===== src/rtl/reg_bank_wr_demux.sv =====
`default_nettype none
// ============================================================================
//  Module   : reg_bank_wr_demux
//  Purpose  : Write side of a 32-entry register bank. A 5-bit write address
//             is decoded to one-hot and the data word is written into the
//             addressed register. A sequenced bulk-clear engine can zero the
//             bank one word per cycle and reports BUSY while it runs.
//  Revision : 1.0  initial release
// ----------------------------------------------------------------------------
//  Ports
//    clk      in   1      rising-edge clock
//    rst      in   1      synchronous active-high reset
//    WE       in   1      write request
//    WA       in   5      write address
//    WD       in   WIDTH  write data
//    CLR      in   1      bulk-clear request
//    BUSY     out  1      high while the clear sequence runs
//    WR_ACK   out  1      pulse: previous cycle's write was accepted
//    DEC      out  32     registered one-hot of the accepted address, else 0
//    Q0..Q31  out  WIDTH  register contents
// ============================================================================
module reg_bank_wr_demux #(
    parameter int WIDTH   = 32,
    parameter int ZERO_R0 = 1
) (
    input  logic             clk,
    input  logic             rst,
    input  logic             WE,
    input  logic [4:0]       WA,
    input  logic [WIDTH-1:0] WD,
    input  logic             CLR,
    output logic             BUSY,
    output logic             WR_ACK,
    output logic [31:0]      DEC,
    output logic [WIDTH-1:0] Q0,
    output logic [WIDTH-1:0] Q1,
    output logic [WIDTH-1:0] Q2,
    output logic [WIDTH-1:0] Q3,
    output logic [WIDTH-1:0] Q4,
    output logic [WIDTH-1:0] Q5,
    output logic [WIDTH-1:0] Q6,
    output logic [WIDTH-1:0] Q7,
    output logic [WIDTH-1:0] Q8,
    output logic [WIDTH-1:0] Q9,
    output logic [WIDTH-1:0] Q10,
    output logic [WIDTH-1:0] Q11,
    output logic [WIDTH-1:0] Q12,
    output logic [WIDTH-1:0] Q13,
    output logic [WIDTH-1:0] Q14,
    output logic [WIDTH-1:0] Q15,
    output logic [WIDTH-1:0] Q16,
    output logic [WIDTH-1:0] Q17,
    output logic [WIDTH-1:0] Q18,
    output logic [WIDTH-1:0] Q19,
    output logic [WIDTH-1:0] Q20,
    output logic [WIDTH-1:0] Q21,
    output logic [WIDTH-1:0] Q22,
    output logic [WIDTH-1:0] Q23,
    output logic [WIDTH-1:0] Q24,
    output logic [WIDTH-1:0] Q25,
    output logic [WIDTH-1:0] Q26,
    output logic [WIDTH-1:0] Q27,
    output logic [WIDTH-1:0] Q28,
    output logic [WIDTH-1:0] Q29,
    output logic [WIDTH-1:0] Q30,
    output logic [WIDTH-1:0] Q31
);

    localparam logic [0:0] c_st_idle  = 1'b0;
    localparam logic [0:0] c_st_clear = 1'b1;
    localparam logic [4:0] c_last_idx = 5'd31;

    logic [0:0]       r_state;
    logic [0:0]       w_state_nxt;
    logic [4:0]       r_cnt;
    logic [4:0]       w_cnt_nxt;
    logic             r_wr_ack;
    logic [31:0]      r_dec;
    logic [WIDTH-1:0] r_q [32];

    logic             w_wr_accept;
    logic             w_wr_discard;

    // A write is only taken in IDLE and loses to a simultaneous clear request.
    assign w_wr_accept  = (r_state == c_st_idle) && WE && !CLR;
    // Register 0 may be hardwired to zero: the write is acknowledged but the
    // data is thrown away.
    assign w_wr_discard = (ZERO_R0 != 0) && (WA == 5'd0);

    // ------------------------------------------------------------------------
    // Clear sequencer: state register
    // ------------------------------------------------------------------------
    always_ff @(posedge clk) begin
        if (rst) begin
            r_state <= c_st_idle;
            r_cnt   <= 5'd0;
        end else begin
            r_state <= w_state_nxt;
            r_cnt   <= w_cnt_nxt;
        end
    end

    // ------------------------------------------------------------------------
    // Clear sequencer: next-state logic
    // ------------------------------------------------------------------------
    always_comb begin
        w_state_nxt = r_state;
        w_cnt_nxt   = r_cnt;
        if (r_state == c_st_idle) begin
            if (CLR) begin
                w_state_nxt = c_st_clear;
                w_cnt_nxt   = 5'd0;
            end
        end else begin
            // CLR is ignored here so the sequence can never restart or stretch.
            // The counter wraps to 0 after the last register.
            w_cnt_nxt = r_cnt + 5'd1;
            if (r_cnt == c_last_idx) begin
                w_state_nxt = c_st_idle;
            end
        end
    end

    // ------------------------------------------------------------------------
    // Write acknowledge and one-hot decode
    // ------------------------------------------------------------------------
    always_ff @(posedge clk) begin
        if (rst) begin
            r_wr_ack <= 1'b0;
            r_dec    <= 32'd0;
        end else begin
            r_wr_ack <= w_wr_accept;
            r_dec    <= w_wr_accept ? (32'd1 << WA) : 32'd0;
        end
    end

    // ------------------------------------------------------------------------
    // Register storage. Writes and clears never coincide because writes are
    // only accepted in IDLE and clearing only happens in CLEAR.
    // ------------------------------------------------------------------------
    always_ff @(posedge clk) begin
        if (rst) begin
            for (int i = 0; i < 32; i++) begin
                r_q[i] <= '0;
            end
        end else begin
            if (w_wr_accept && !w_wr_discard) begin
                r_q[WA] <= WD;
            end
            if (r_state == c_st_clear) begin
                r_q[r_cnt] <= '0;
            end
        end
    end

    assign BUSY   = (r_state == c_st_clear);
    assign WR_ACK = r_wr_ack;
    assign DEC    = r_dec;

    assign Q0  = (ZERO_R0 != 0) ? '0 : r_q[0];
    assign Q1  = r_q[1];
    assign Q2  = r_q[2];
    assign Q3  = r_q[3];
    assign Q4  = r_q[4];
    assign Q5  = r_q[5];
    assign Q6  = r_q[6];
    assign Q7  = r_q[7];
    assign Q8  = r_q[8];
    assign Q9  = r_q[9];
    assign Q10 = r_q[10];
    assign Q11 = r_q[11];
    assign Q12 = r_q[12];
    assign Q13 = r_q[13];
    assign Q14 = r_q[14];
    assign Q15 = r_q[15];
    assign Q16 = r_q[16];
    assign Q17 = r_q[17];
    assign Q18 = r_q[18];
    assign Q19 = r_q[19];
    assign Q20 = r_q[20];
    assign Q21 = r_q[21];
    assign Q22 = r_q[22];
    assign Q23 = r_q[23];
    assign Q24 = r_q[24];
    assign Q25 = r_q[25];
    assign Q26 = r_q[26];
    assign Q27 = r_q[27];
    assign Q28 = r_q[28];
    assign Q29 = r_q[29];
    assign Q30 = r_q[30];
    assign Q31 = r_q[31];

endmodule
`default_nettype wire


===== config.mk =====
export PLATFORM = sky130hd
export DESIGN_NAME = reg_bank_wr_demux
export DESIGN_NICKNAME = d
export VERILOG_FILES = /design/src/rtl/reg_bank_wr_demux.sv
export SDC_FILE = /design/constraint.sdc
export NUM_CORES = 1
export LEC_CHECK = 0
export BUFFER_PORTS_ARGS = -buffer_cell sky130_fd_sc_hd__buf_4
export CELL_PAD_IN_SITES_DETAIL_PLACEMENT = 0
export CELL_PAD_IN_SITES_GLOBAL_PLACEMENT = 1
export CORE_AREA = 2 2 429 431
export DETAILED_ROUTE_END_ITERATION = 12
export DIE_AREA = 0 0 431 433
export PLACE_DENSITY = 0.52
export SYNTH_ARGS = -nofsm -noshare
export SYNTH_HDL_FRONTEND = slang
export SYNTH_SLANG_ARGS = --single-unit

===== constraint.sdc =====
create_clock -name clk -period 6.3 [get_ports clk]
set_input_delay 1.26 -clock clk [delete_from_list [all_inputs] [get_ports clk]]
set_output_delay 1.26 -clock clk [all_outputs]
set_load 0.02 [all_outputs]

==> results of run 1 <==
path summary, 6_finish.rpt:
kind	end	slack, ns	cells after the start
hold reg to reg	r_cnt[2]$_SDFFE_PP0P_	0.59	2
hold / removal	r_cnt[2]$_SDFFE_PP0P_	0.59	2
setup reg to reg	r_q[7][1]$_SDFFCE_PN0P_	2.24	5
setup / recovery	r_q[7][1]$_SDFFCE_PN0P_	2.24	5
kinds of logic (layout without fill, tap and decap cells):
| group | after synthesis | count (layout) | synth area share, % |
|---|---|---|---|
| other cells | 1 | 34 | 0.00982 |
| simple gates | 1106 | 1106 | 14.3 |
| buf+inv | 367 | 1375 | 4.46 |
| compound gates | 42 | 42 | 0.823 |
| mux | 8 | 8 | 0.220 |
| fa+ha+maj | 2 | 2 | 0.0655 |
| flops | 1031 | 1031 | 80.1 |
flip-flops by register name, indices dropped and copies added, names as in the netlist:
signal	flops
DEC	32
BUSY	1
r_cnt	5
r_q	992
WR_ACK	1
synth_stat cells, drive strengths merged, types with 5 or more instances:
cell type,number
nand2b,5
clkbuf,185
edfxtp,992
dfxtp,39
nor2,38
nand2,47
buf,179
mux2i,5
nor3,993
nand3,6
o21bai,31
worst max-delay path: stages (launching register included):
cell and delay (ns):
dfxtp_1 0.79, inv_1 0.22, a221oi_2 0.76, nand3_4 0.65
o21bai_4 0.83, buf_4 0.44
power breakdown:
| group | switching (W) | total, W | internal (W) |
|---|---|---|---|
| clock network | 0.00293 | 0.00659 | 0.00366 |
| registers | 0.0000874 | 0.00783 | 0.00774 |
| logic | 0.00132 | 0.00174 | 0.000413 |
| total | 0.00434 | 0.0162 | 0.0118 |
metal layers:
metal | up-vias | routed length, µm | share of wire [%]
met1 | 13998 | 71000 | 39
li1 | 11440 | - | -
met4 | 0 | 7250 | 4.0
met2 | 1200 | 91300 | 50
met3 | 276 | 13300 | 7.3
met5 | - | 0 | 0
area by class of cell:
| type | instances | area (µm²) | share of cell area, % |
|---|---|---|---|
| repair buffers | 1160 | 8860 | 16.8 |
| inverters | 3 | 11.3 | 0.0214 |
| clock inverters | 64 | 495 | 0.942 |
| clock buffers | 148 | 3090 | 5.87 |
| diodes | 2 | 5.00 | 0.00952 |
| multi-input cells | 1190 | 6580 | 12.5 |
| well taps | 2385 | 2980 | 5.67 |
| flip-flops and latches | 1031 | 30600 | 58.1 |
through the flow:
| stage | utilization, % | power, W | area (µm²) | instances | worst slack (ns) |
|---|---|---|---|---|---|
| floorplan | - | 0.00874 | 38300 | 2588 | 1.89 |
| detailed placement | 26.9 | 0.00975 | 49000 | 5769 | 1.42 |
| finish | 28.9 | 0.0162 | 52600 | 5983 | 2.24 |
| global route | 28.9 | 0.0166 | 52600 | 5982 | 2.09 |
| CTS | 28.9 | 0.0163 | 52600 | 5981 | 2.16 |
| global placement | 26.9 | 0.00974 | 49000 | 5769 | 1.48 |
==> flow_summary.ini, run 1 <==
[sta]
rsz0062_at_grt = false
drv_slew = 0
finalHoldViolations = 0
tns_ns = 0
clock.fmax_ghz = 0.246
timing.hold.ws_ns = 0.593
finalSetupViolations = 0
relSlewSlack_pct = 22.8
finalClockSkew_ns = 0.0249
min_period_ns = 4.06
period_share_pct = 64.5
worstMarginPinSlew_ns = 1.16

[global_route]
grt_start_max_net_pins = 126
top_usage_layer = met2
grt_use_met3_pct = 4.30
grtUsageMet1_pct = 22.6
use_met2_pct = 32.1
grt_pass1_vias = 26343
grt.total_usage_pct = 18.7
grt_pass1_wl_um = 240000
overflow = 0
antenna_found_initial = 9

[drt]
drcViolationCount = 0
dr_total_vias = 26914
wire_per_inst_um = 30.6
ant_nets = 0
firstDrtPassIters = 5
totalWireLength_um = 183000
viasPerCell = 4.50
drt_first_iter_violations = 2111

[critical_path]
startpoint_type = flip-flop
r2r_start = BUSY$_SDFF_PP0_
cp.required_ns = 6.73
cp-end-kind = flip-flop
arrival_ns = 4.49
critPathLaunch = BUSY$_SDFF_PP0_
crit_path_max_fanout = 22
critPathKind = reg -> reg

[die]
dieWidth_um = 431
core_area_um2 = 182000
dieArea_um2 = 187000
die_h_um = 433
rows = 157
boundaryPins = 1099
start_util_pct = 21.0

[clock_network]
h-tree-depth = 3
ctsHoldBuffers = 0
post_cts_resized = 0
root_buffer = clkbuf_16
numCtsBuffers = 116
cts_tree = done
clk_pin_slew_ns = 0.06
clock_sinks = 1031
clock_latency_ns = 0.77
clk_path_buf_depth = 3
postCtsSetupRepairBufs = 0

[synth]
ys_warn_count = 0
yosysSeqAreaShare_pct = 80.1
synth-main-ff-cell = edfxtp_1
netlist.area_leader.share_pct = 78.0
netlist.top_cell.by_area = edfxtp_1
synthCells = 2557
ys_types = 35
synthArstFlopShare_pct = 0
ys_ff_latch = 1031
synth_edf_count = 992
netlist_area_um2 = 38200
avgSynthCellArea_um2 = 14.9
synth_area_leaders = edfxtp_1, nor3_1, dfxtp_1

[placement]
gp_congestion = 0.773
post-dp-hpwl_um = 116000
portBuffers = 1066

[power_and_ir_drop]
power_density_nw_per_um2 = 307
peakVddDrop_uv = 247
p_leak_nw = 19.1

[worst_hold_path]
hold_path.class = reg -> reg
hold_start = r_cnt[2]$_SDFFE_PP0P_

[run_status]
outcome = completed

[run]
maxCapViolations = 0

[layout]
final_common_cell = buf_4
fin_nets = 3545
fillers = 18514
area_growth_pct = 37.8
final_cell_mix = buf_4, nor3_1, edfxtp_1
drive_gt1_share_pct = 39.1
(Power assumes the default switching activity.)
==> run 2, diff against run 1 <==
ABC_AREA = 1   (was unset)
CORE_AREA = 2 2 425 427   (was 2 2 429 431)
DIE_AREA = 0 0 427 429   (was 0 0 431 433)
PLACE_DENSITY = 0.53   (was 0.52)
clock period = 3.3 ns   (was 6.3 ns; I/O delays follow)
==> run 2 against run 1 <==
Maximum frequency increased by 63%. Routed wire length fell by 6.0%. Clock-buffer cell count decreased by 2. Worst setup slack got worse by 1.4 ns. Core utilization is 0.67 points higher.
==> flow_summary.ini, run 2 <==
[die]
start_util_pct = 21.0
boundaryPins = 1099
dieWidth_um = 427
dieArea_um2 = 183000
core_area_um2 = 178000
rows = 155
die_h_um = 429

[worst_hold_path]
holdPathStages = 2
hold_path.class = in -> reg

[sta]
drv_slew = 0
period_share_pct = 75.4
rsz0062_at_grt = false
tns_ns = 0
finalClockSkew_ns = 0.0480
min_period_ns = 2.49
relSlewSlack_pct = 33.7
finalSetupViolations = 0
finalHoldViolations = 0
worstMarginPinSlew_ns = 0.995
worst_slack_ns = 0.812
clock.fmax_ghz = 0.402

[critical_path]
cpLargestDelayFamily = simple AND/OR/NAND/NOR gates
slowest_delay_ns = 0.55
cp.required_ns = 3.75
startpoint_type = flip-flop
critPathKind = reg -> reg
cp.depth = 6
rr_worst_depth = 6
critPathSlowestCell = o21ai_4
critPathBufInv = 1
crit_path_max_fanout = 32
arrival_ns = 2.94
crit_chain = nand2_4 > o21ai_4 > nor2_8 > nand3_4 > buf_4 > nor2_1
cp-end-kind = flip-flop

[global_route]
grt_start_max_net_pins = 33
grt_pass1_wl_um = 223000
use_met2_pct = 32.2
top_usage_layer = met2
grt_use_met3_pct = 4.65
antenna_found_initial = 17
overflow = 0
grt_pass1_vias = 24028
grt.total_usage_pct = 18.2
grtUsageMet1_pct = 21.0

[placement]
post-dp-hpwl_um = 116000
dp_slack_ns = 0.360
gp_congestion = 0.776
portBuffers = 1066

[layout]
seqCellArea_um2 = 30600
area_growth_pct = 40.7
fin_nets = 3639
largest_reg_flops = 992
multi_input_area_um2 = 5620
fillers = 18107
drive_gt1_share_pct = 41.1
final_core_util_pct = 29.6
top_register = r_q
final_cell_mix = buf_4, nor2_1, edfxtp_1
final_common_cell = buf_4

[run_status]
outcome = completed

[power_and_ir_drop]
peakVddDrop_uv = 490
power_density_nw_per_um2 = 599
p_leak_nw = 21.3

[clock_network]
numCtsBuffers = 116
ctsHoldBuffers = 0
clock_latency_ns = 0.77
h-tree-depth = 3
cts_tree = done
postCtsSetupRepairBufs = 0
clk_pin_slew_ns = 0.06
post_cts_resized = 0
clk_path_buf_depth = 3
clock_sinks = 1031
root_buffer = clkbuf_16

[drt]
wire_per_inst_um = 28.4
dr_total_vias = 24654
drt_first_iter_violations = 2288
firstDrtPassIters = 7
viasPerCell = 4.07
totalWireLength_um = 172000
drcViolationCount = 0
ant_nets = 0

[synth]
ys_types = 29
ys_warn_count = 0
netlist.area_leader.share_pct = 79.7
yosysMostFrequentCell = nor2_1
synthTopCellsByCount = nor2_1, edfxtp_1, nand2_1
netlist.top_cell.by_area = edfxtp_1
synth-main-ff-cell = edfxtp_1
synthArstFlopShare_pct = 0
yosysSeqAreaShare_pct = 81.8
synthCells = 2487
ys_ff_latch = 1031
synth_edf_count = 992
netlist_area_um2 = 37400
synth_area_leaders = edfxtp_1, nor2_1, dfxtp_1
avgSynthCellArea_um2 = 15.0

[run]
maxCapViolations = 0
run 2: cell count changes after synthesis, sizes merged, moves of 5 or more:
cell    delta
nand4     +13
nor3     -993
nor2    +1006
o21bai    -31
inv       +11
mux2i      -5
clkbuf   -132
buf        +7
nand3     +37
nand2     +42
nand2b     -5
run 2: where the power goes:
part / total [W] / switching [W] / internal, W
registers: 0.0150 / 0.000172 / 0.0148
logic: 0.00316 / 0.00230 / 0.000860
clock network: 0.0134 / 0.00562 / 0.00779
run 2: per-layer routing:
layer	up-vias	routed length, µm
met5	-	0
met4	0	5650
met3	220	13000
met2	1125	89100
met1	12662	64200
li1	10647	-
run 2: layout make-up:
cell class,count,area share (%)
diodes,6,0.0285
clock buffers,146,6.01
clock inverters,67,1.38
inverters,14,0.112
multi-input cells,1234,10.7
flip-flops and latches,1031,58.1
well taps,2355,5.60
repair buffers,1199,18.1
run 2: worst paths after layout:
kind                         startpoint                   endpoint  slack [ns]
setup / recovery        BUSY$_SDFF_PP0_  r_q[12][23]$_SDFFCE_PN0P_        0.81
setup reg to reg        BUSY$_SDFF_PP0_  r_q[12][23]$_SDFFCE_PN0P_        0.81
hold / removal                      rst      r_cnt[4]$_SDFFE_PP0P_        0.17
hold reg to reg   r_cnt[3]$_SDFFE_PP0P_      r_cnt[3]$_SDFFE_PP0P_        0.51
run 2: metrics by stage:
step | instances | power [W] | instance area [µm²] | hold WS, ns
finish | 6052 | 0.0315 | 52600 | 0.167
global route | 6050 | 0.0324 | 52600 | 0.135
CTS | 6046 | 0.0319 | 52600 | 0.0690
detailed placement | 5833 | 0.0185 | 48700 | 0.506
global placement | 5833 | 0.0185 | 48700 | 0.493
floorplan | 2518 | 0.0166 | 37500 | 0.464
run 2: cell families (layout without fill, tap and decap cells):
family / count (synthesis) / after routing / share of synthesized area, %
buffers and inverters: 253 / 1426 / 3.99
AND/OR/NAND/NOR: 1189 / 1189 / 13.9
adder cells (fa/ha/maj): 2 / 2 / 0.0669
flip-flops: 1031 / 1031 / 81.8
AO/OA/AOI/OAI: 11 / 11 / 0.234
other: 1 / 38 / 0.0100
